## src/rtl/mem_access_ctrl.sv

```systemverilog
// mem_access_ctrl: arbitrates fetch and load/store requests onto one 64-bit
// memory. It handles the fixed read latency, load lane extraction/extension
// and read-modify-write for sub-doubleword stores.
module mem_access_ctrl #(
  parameter int unsigned MEM_LAT = 2,
  parameter int unsigned ADDR_W  = 64
) (
  input  logic              clk,
  input  logic              rst_n,
  input  logic              if_req,
  input  logic [ADDR_W-1:0] if_addr,
  output logic              if_gnt,
  output logic              if_valid,
  output logic [31:0]       if_rdata,
  output logic              if_err,
  input  logic              d_req,
  input  logic              d_we,
  input  logic [1:0]        d_size,
  input  logic              d_unsigned,
  input  logic [ADDR_W-1:0] d_addr,
  input  logic [63:0]       d_wdata,
  output logic              d_gnt,
  output logic              d_valid,
  output logic [63:0]       d_rdata,
  output logic              d_err,
  output logic [ADDR_W-1:0] mem_addr,
  output logic              mem_we,
  output logic [63:0]       mem_wdata,
  input  logic [63:0]       mem_rdata,
  output logic              busy
);
  typedef enum logic [1:0] {IDLE, READ, WRITE, RESP} state_e;

  localparam logic [3:0] LAT_M1 = 4'(MEM_LAT - 1);

  state_e            state_q, state_d;
  logic [3:0]        cnt_q, cnt_d;
  logic              is_data_q, is_data_d;
  logic              we_q, we_d;
  logic [1:0]        size_q, size_d;
  logic              uns_q, uns_d;
  logic [2:0]        lane_q, lane_d;
  logic              err_q, err_d;
  logic [ADDR_W-1:0] mem_addr_q, mem_addr_d;
  logic [63:0]       mem_wdata_q, mem_wdata_d;
  logic [31:0]       if_rdata_q, if_rdata_d;
  logic [63:0]       d_rdata_q, d_rdata_d;

  logic [ADDR_W-1:0] req_addr;
  logic [1:0]        req_size;
  logic              req_misal;
  logic [5:0]        sh;
  logic [63:0]       shifted, mask, load_ext, merged;

  // Select the request that would win arbitration and test its alignment.
  always_comb begin
    req_addr = d_req ? d_addr : if_addr;
    req_size = d_req ? d_size : 2'b10;
    case (req_size)
      2'b00:   req_misal = 1'b0;
      2'b01:   req_misal = req_addr[0];
      2'b10:   req_misal = |req_addr[1:0];
      default: req_misal = |req_addr[2:0];
    endcase
  end

  // Lane datapath: shift the read doubleword down to the addressed byte for
  // loads, and splice store bytes back into it for read-modify-write.
  always_comb begin
    sh      = {lane_q, 3'b000};
    shifted = mem_rdata >> sh;
    case (size_q)
      2'b00: begin
        mask     = 64'h0000_0000_0000_00FF;
        load_ext = uns_q ? {56'b0, shifted[7:0]} : {{56{shifted[7]}}, shifted[7:0]};
      end
      2'b01: begin
        mask     = 64'h0000_0000_0000_FFFF;
        load_ext = uns_q ? {48'b0, shifted[15:0]} : {{48{shifted[15]}}, shifted[15:0]};
      end
      2'b10: begin
        mask     = 64'h0000_0000_FFFF_FFFF;
        load_ext = uns_q ? {32'b0, shifted[31:0]} : {{32{shifted[31]}}, shifted[31:0]};
      end
      default: begin
        mask     = '1;
        load_ext = shifted;
      end
    endcase
    merged = (mem_rdata & ~(mask << sh)) | ((mem_wdata_q & mask) << sh);
  end

  // Next-state logic: arbitration and capture in IDLE, latency count in READ.
  always_comb begin
    state_d     = state_q;
    cnt_d       = cnt_q;
    is_data_d   = is_data_q;
    we_d        = we_q;
    size_d      = size_q;
    uns_d       = uns_q;
    lane_d      = lane_q;
    err_d       = err_q;
    mem_addr_d  = mem_addr_q;
    mem_wdata_d = mem_wdata_q;
    if_rdata_d  = if_rdata_q;
    d_rdata_d   = d_rdata_q;
    if_gnt      = 1'b0;
    d_gnt       = 1'b0;
    case (state_q)
      IDLE: begin
        // Grants are held off while reset is asserted so every output reads 0.
        if (!rst_n && (d_req || if_req)) begin
          d_gnt     = d_req;
          if_gnt    = !d_req;
          is_data_d = d_req;
          we_d      = d_req & d_we;
          size_d    = req_size;
          uns_d     = d_unsigned;
          lane_d    = req_addr[2:0];
          err_d     = req_misal;
          if (req_misal) begin
            state_d = RESP;
            if (d_req) d_rdata_d = '0;
            else       if_rdata_d = '0;
          end else begin
            mem_addr_d = {req_addr[ADDR_W-1:3], 3'b000};
            if (d_req && d_we) mem_wdata_d = d_wdata;
            if (d_req && d_we && req_size == 2'b11) begin
              state_d = WRITE;
            end else begin
              state_d = READ;
              cnt_d   = LAT_M1;
            end
          end
        end
      end
      READ: begin
        if (cnt_q == '0) begin
          if (we_q) begin
            mem_wdata_d = merged;
            state_d     = WRITE;
          end else begin
            state_d = RESP;
            if (is_data_q) d_rdata_d = load_ext;
            else           if_rdata_d = lane_q[2] ? mem_rdata[63:32] : mem_rdata[31:0];
          end
        end else begin
          cnt_d = cnt_q - 4'd1;
        end
      end
      WRITE:   state_d = IDLE;
      default: state_d = IDLE;
    endcase
  end

  // State and capture registers.
  always_ff @(posedge clk or posedge rst_n) begin
    if (rst_n) begin
      state_q     <= IDLE;
      cnt_q       <= '0;
      is_data_q   <= 1'b0;
      we_q        <= 1'b0;
      size_q      <= '0;
      uns_q       <= 1'b0;
      lane_q      <= '0;
      err_q       <= 1'b0;
      mem_addr_q  <= '0;
      mem_wdata_q <= '0;
      if_rdata_q  <= '0;
      d_rdata_q   <= '0;
    end else begin
      state_q     <= state_d;
      cnt_q       <= cnt_d;
      is_data_q   <= is_data_d;
      we_q        <= we_d;
      size_q      <= size_d;
      uns_q       <= uns_d;
      lane_q      <= lane_d;
      err_q       <= err_d;
      mem_addr_q  <= mem_addr_d;
      mem_wdata_q <= mem_wdata_d;
      if_rdata_q  <= if_rdata_d;
      d_rdata_q   <= d_rdata_d;
    end
  end

  // Moore-style handshake outputs decoded from the state register.
  always_comb begin
    busy      = (state_q != IDLE);
    mem_we    = (state_q == WRITE);
    mem_addr  = mem_addr_q;
    mem_wdata = mem_wdata_q;
    if_rdata  = if_rdata_q;
    d_rdata   = d_rdata_q;
    if_valid  = (state_q == RESP) && !is_data_q;
    if_err    = (state_q == RESP) && !is_data_q && err_q;
    d_valid   = (state_q == WRITE) || ((state_q == RESP) && is_data_q);
    d_err     = (state_q == RESP) && is_data_q && err_q;
  end
endmodule

```

## config.mk

```make
export PLATFORM = sky130hd
export DESIGN_NAME = mem_access_ctrl
export DESIGN_NICKNAME = d
export VERILOG_FILES = /design/src/rtl/mem_access_ctrl.sv
export SDC_FILE = /design/constraint.sdc
export NUM_CORES = 1
export LEC_CHECK = 0
export ABC_AREA = 0
export CAP_MARGIN = 20
export CORE_ASPECT_RATIO = 0.9
export CORE_MARGIN = 1.5
export CORE_UTILIZATION = 42
export DETAILED_ROUTE_END_ITERATION = 16
export PLACE_DENSITY = 0.82
export SYNTH_ARGS = -nofsm -noshare
export SYNTH_HDL_FRONTEND = slang
export SYNTH_SLANG_ARGS = --single-unit
```

## constraint.sdc

```tcl
create_clock -name clk -period 8.6 [get_ports clk]
set_clock_uncertainty 0.2 [all_clocks]
set_input_delay 1.72 -clock clk [delete_from_list [all_inputs] [get_ports clk]]
set_output_delay 1.72 -clock clk [all_outputs]
set_load 0.01 [all_outputs]
```

==> results.json <==
{
  "core_area_um2": 34270,
  "fin_crit_ps": 5543,
  "post-place-ws_ps": 3063,
  "ios": 496,
  "grt-ovfl-total": 0,
  "setup_viol": 0,
  "drive_gt1_share_pct": 10.38,
  "wl_per_cell_um": 27.43,
  "ys_ff_latch": 236,
  "setup_ws_ps": 3057,
  "syn_inst": 1603,
  "fmax_mhz": 180.4,
  "drcViolationCount": 0,
  "fin_setup_tns_ps": 0,
  "clkLatencyLatePin_ps": 570,
  "hold_path.class": "flop to flop",
  "register_area_um2": 5913,
  "power.density_nw_per_um2": 392.9,
  "clock_path_buffers": 3,
  "worstMarginPinSlew_ps": 1127,
  "start_util_pct": 42.96,
  "hpwl_um": 50090,
  "num_vias": 15380,
  "clkTransAtPathRegs_ps": 60,
  "synth_seq_area_share_pct": 40.11,
  "die_h_um": 180.6,
  "drt_wl_total_um": 67910,
  "status": "completed",
  "first_pass_iters": 6,
  "ant_nets": 0,
  "yosysWarnings": 0,
  "cpMostUsedCell": "clkdlybuf4s50_1",
  "crit_buf_inv": 2,
  "grtUsageTotal_pct": 36.65,
  "antenna_found_initial": 3,
  "cts_made_buffers": 27,
  "critPathSlowestCell": "clkdlybuf4s50_1",
  "multi_input_area_um2": 8082,
  "hold_viol": 0,
  "synth_edf_count": 0,
  "h-tree-depth": 1,
  "endpoint_kind": "primary output",
  "rsz0062_at_grt": "false",
  "worstPathArrival_ps": 3620,
  "cpPeakStageDelay_ps": 610,
  "grt_pass1_wl_um": 99680,
  "cts.sinks": 236,
  "root_buffer": "clkbuf_16",
  "io_buffers": 492,
  "mostFrequentLayoutCells": "491 x clkdlybuf4s50_1, 234 x dfrtp_1, 165 x o21ai_0, 164 x mux2i_1, 150 x nand2_1",
  "synth.cell_area_um2": 14720,
  "drt_iter0_drc": 1974,
  "drv_slew": 0,
  "cts_resized": 0,
  "p_leak_nw": 8.498,
  "globalplace.congestion": 1.022,
  "synthArstFlopShare_pct": 100.0,
  "vdd_ir_drop_max_mv": 0.2193,
  "crit_family": "buffers and inverters",
  "syn_area_per_cell_um2": 9.185,
  "maxCapViolCount": 0,
  "fin_nets": 2259,
  "crit_chain": "clkdlybuf4s50_1, nor3_4, nand2_2, nor2_1, clkdlybuf4s50_1",
  "crit_fanout": 16,
  "viasPerCell": 6.212,
  "period_share_pct": 64.46,
  "rows": 64,
  "path_class": "primary input to primary output",
  "final_common_cell": "clkdlybuf4s50_1",
  "startpoint_type": "primary input",
  "synthDistinctLibCells": 68,
  "fp.dieW_um": 200.4,
  "dieArea_um2": 36190,
  "grt_pass1_vias": 14910,
  "max_slew_margin_pct": 24.90,
  "cts_setup_buffers": 0,
  "synth_ff_type": "dfrtp_1",
  "area_growth_pct": 40.56,
  "cts_hold_buf": 0,
  "fill_cells": 2941,
  "crit_required_ps": 6680,
  "cts_tree": "done",
  "grt_max_degree": 129
}
stage by stage:
step	power (mW)	utilization (%)	hold WS (ps)	area [um^2]	instances
floorplan	4.654	-	265.6	14730	1605
global placement	6.669	57.51	264.0	19710	2425
finish	8.132	60.39	272.6	20700	2476
detailed placement	6.758	57.51	265.0	19710	2425
global route	8.511	60.39	303.6	20700	2476
CTS	8.044	60.32	278.1	20670	2474
cell type report:
| cell class | instances | share of cell area (%) |
|---|---|---|
| antenna | 1 | 0.01209 |
| clock buffer | 31 | 3.386 |
| clock inverter | 18 | 1.270 |
| inverter | 10 | 0.2176 |
| multi-input combinational | 1204 | 39.05 |
| sequential | 236 | 28.57 |
| tap | 462 | 2.793 |
| timing repair buffer | 514 | 24.70 |
synth_stat cells, types with 10 or more instances:
cell type,n,area share [%]
a211oi_1,29,1.5
o22ai_1,32,1.4
mux2_2,67,5.1
nor2_1,141,3.6
or3_1,10,0.42
a221oi_1,16,0.95
a2bb2oi_1,15,0.89
a22oi_1,17,0.87
a31oi_1,10,0.42
nor3_1,12,0.41
dfrtp_1,236,40
nand3_1,27,0.92
a21o_1,10,0.51
nor2b_1,16,0.68
a32oi_1,24,1.4
buf_1,11,0.28
o21ai_0,165,5.6
a21oi_1,127,4.3
buf_2,36,1.2
clkbuf_1,82,2.1
o21ai_2,31,1.8
buf_4,19,0.97
mux2i_1,164,11
inv_1,10,0.25
nand2_1,151,3.8
o21ai_1,14,0.48
path summary, 6_finish.rpt:
kind                                         start                       to  slack [ps]  cells past startpoint
setup / recovery                             rst_n                   if_gnt        3060                      5
hold / removal             d_rdata[59]$_DFFE_PP0P_  d_rdata[59]$_DFFE_PP0P_         270                      2
setup reg to reg             lane_q[0]$_DFFE_PP0P_  d_rdata[28]$_DFFE_PP0P_        4140                      6
hold reg to reg            d_rdata[59]$_DFFE_PP0P_  d_rdata[59]$_DFFE_PP0P_         270                      2
max in group asynchronous                    rst_n    lane_q[0]$_DFFE_PP0P_        5310                      3
min in group asynchronous                    rst_n  mem_addr[8]$_DFFE_PP0P_        1640                      2
power breakdown:
part | switching [mW] | internal [mW] | leakage, nW | total (mW)
Combinational | 2.61 | 2.05 | 5.14 | 4.65
Clock | 0.515 | 0.766 | 0.454 | 1.28
Sequential | 0.583 | 1.62 | 2.90 | 2.20
Total | 3.70 | 4.43 | 8.50 | 8.13
logic make-up (layout without fill, tap and decap cells):
group,count (synthesis),count (layout),synth area share [%]
multiplexers,239,239,17.42
AND/OR/NAND/NOR,406,406,12.60
flip-flops,236,236,40.11
adder cells (fa/ha/maj),2,2,0.1699
other,1,4,0.02547
AO/OA/AOI/OAI,554,554,24.32
buffers and inverters,165,573,5.354
per-layer routing:
| metal | global-route usage, % | share of wire, % | vias up |
|---|---|---|---|
| met5 | 0 | 0.015 | - |
| met1 | 45.31 | 37 | 7357 |
| met3 | 6.763 | 9.6 | 236 |
| li1 | - | - | 6695 |
| met4 | 24.18 | 7.7 | 2 |
| met2 | 58.81 | 46 | 1092 |
sequential cells by signal, summed over array words and instances (netlist names), 2 cells and up:
name / flops
d_rdata: 64
mem_addr: 61
if_rdata: 32
mem_wdata: 64
size_q: 2
cnt_q: 4
lane_q: 3
state_q: 2
worst min-delay path, stage by stage, from the launching register on:
cell	delay, ps
dfrtp_1	340
nand2_1	60
o21ai_2	50
Power figures use the tool's default switching activity.
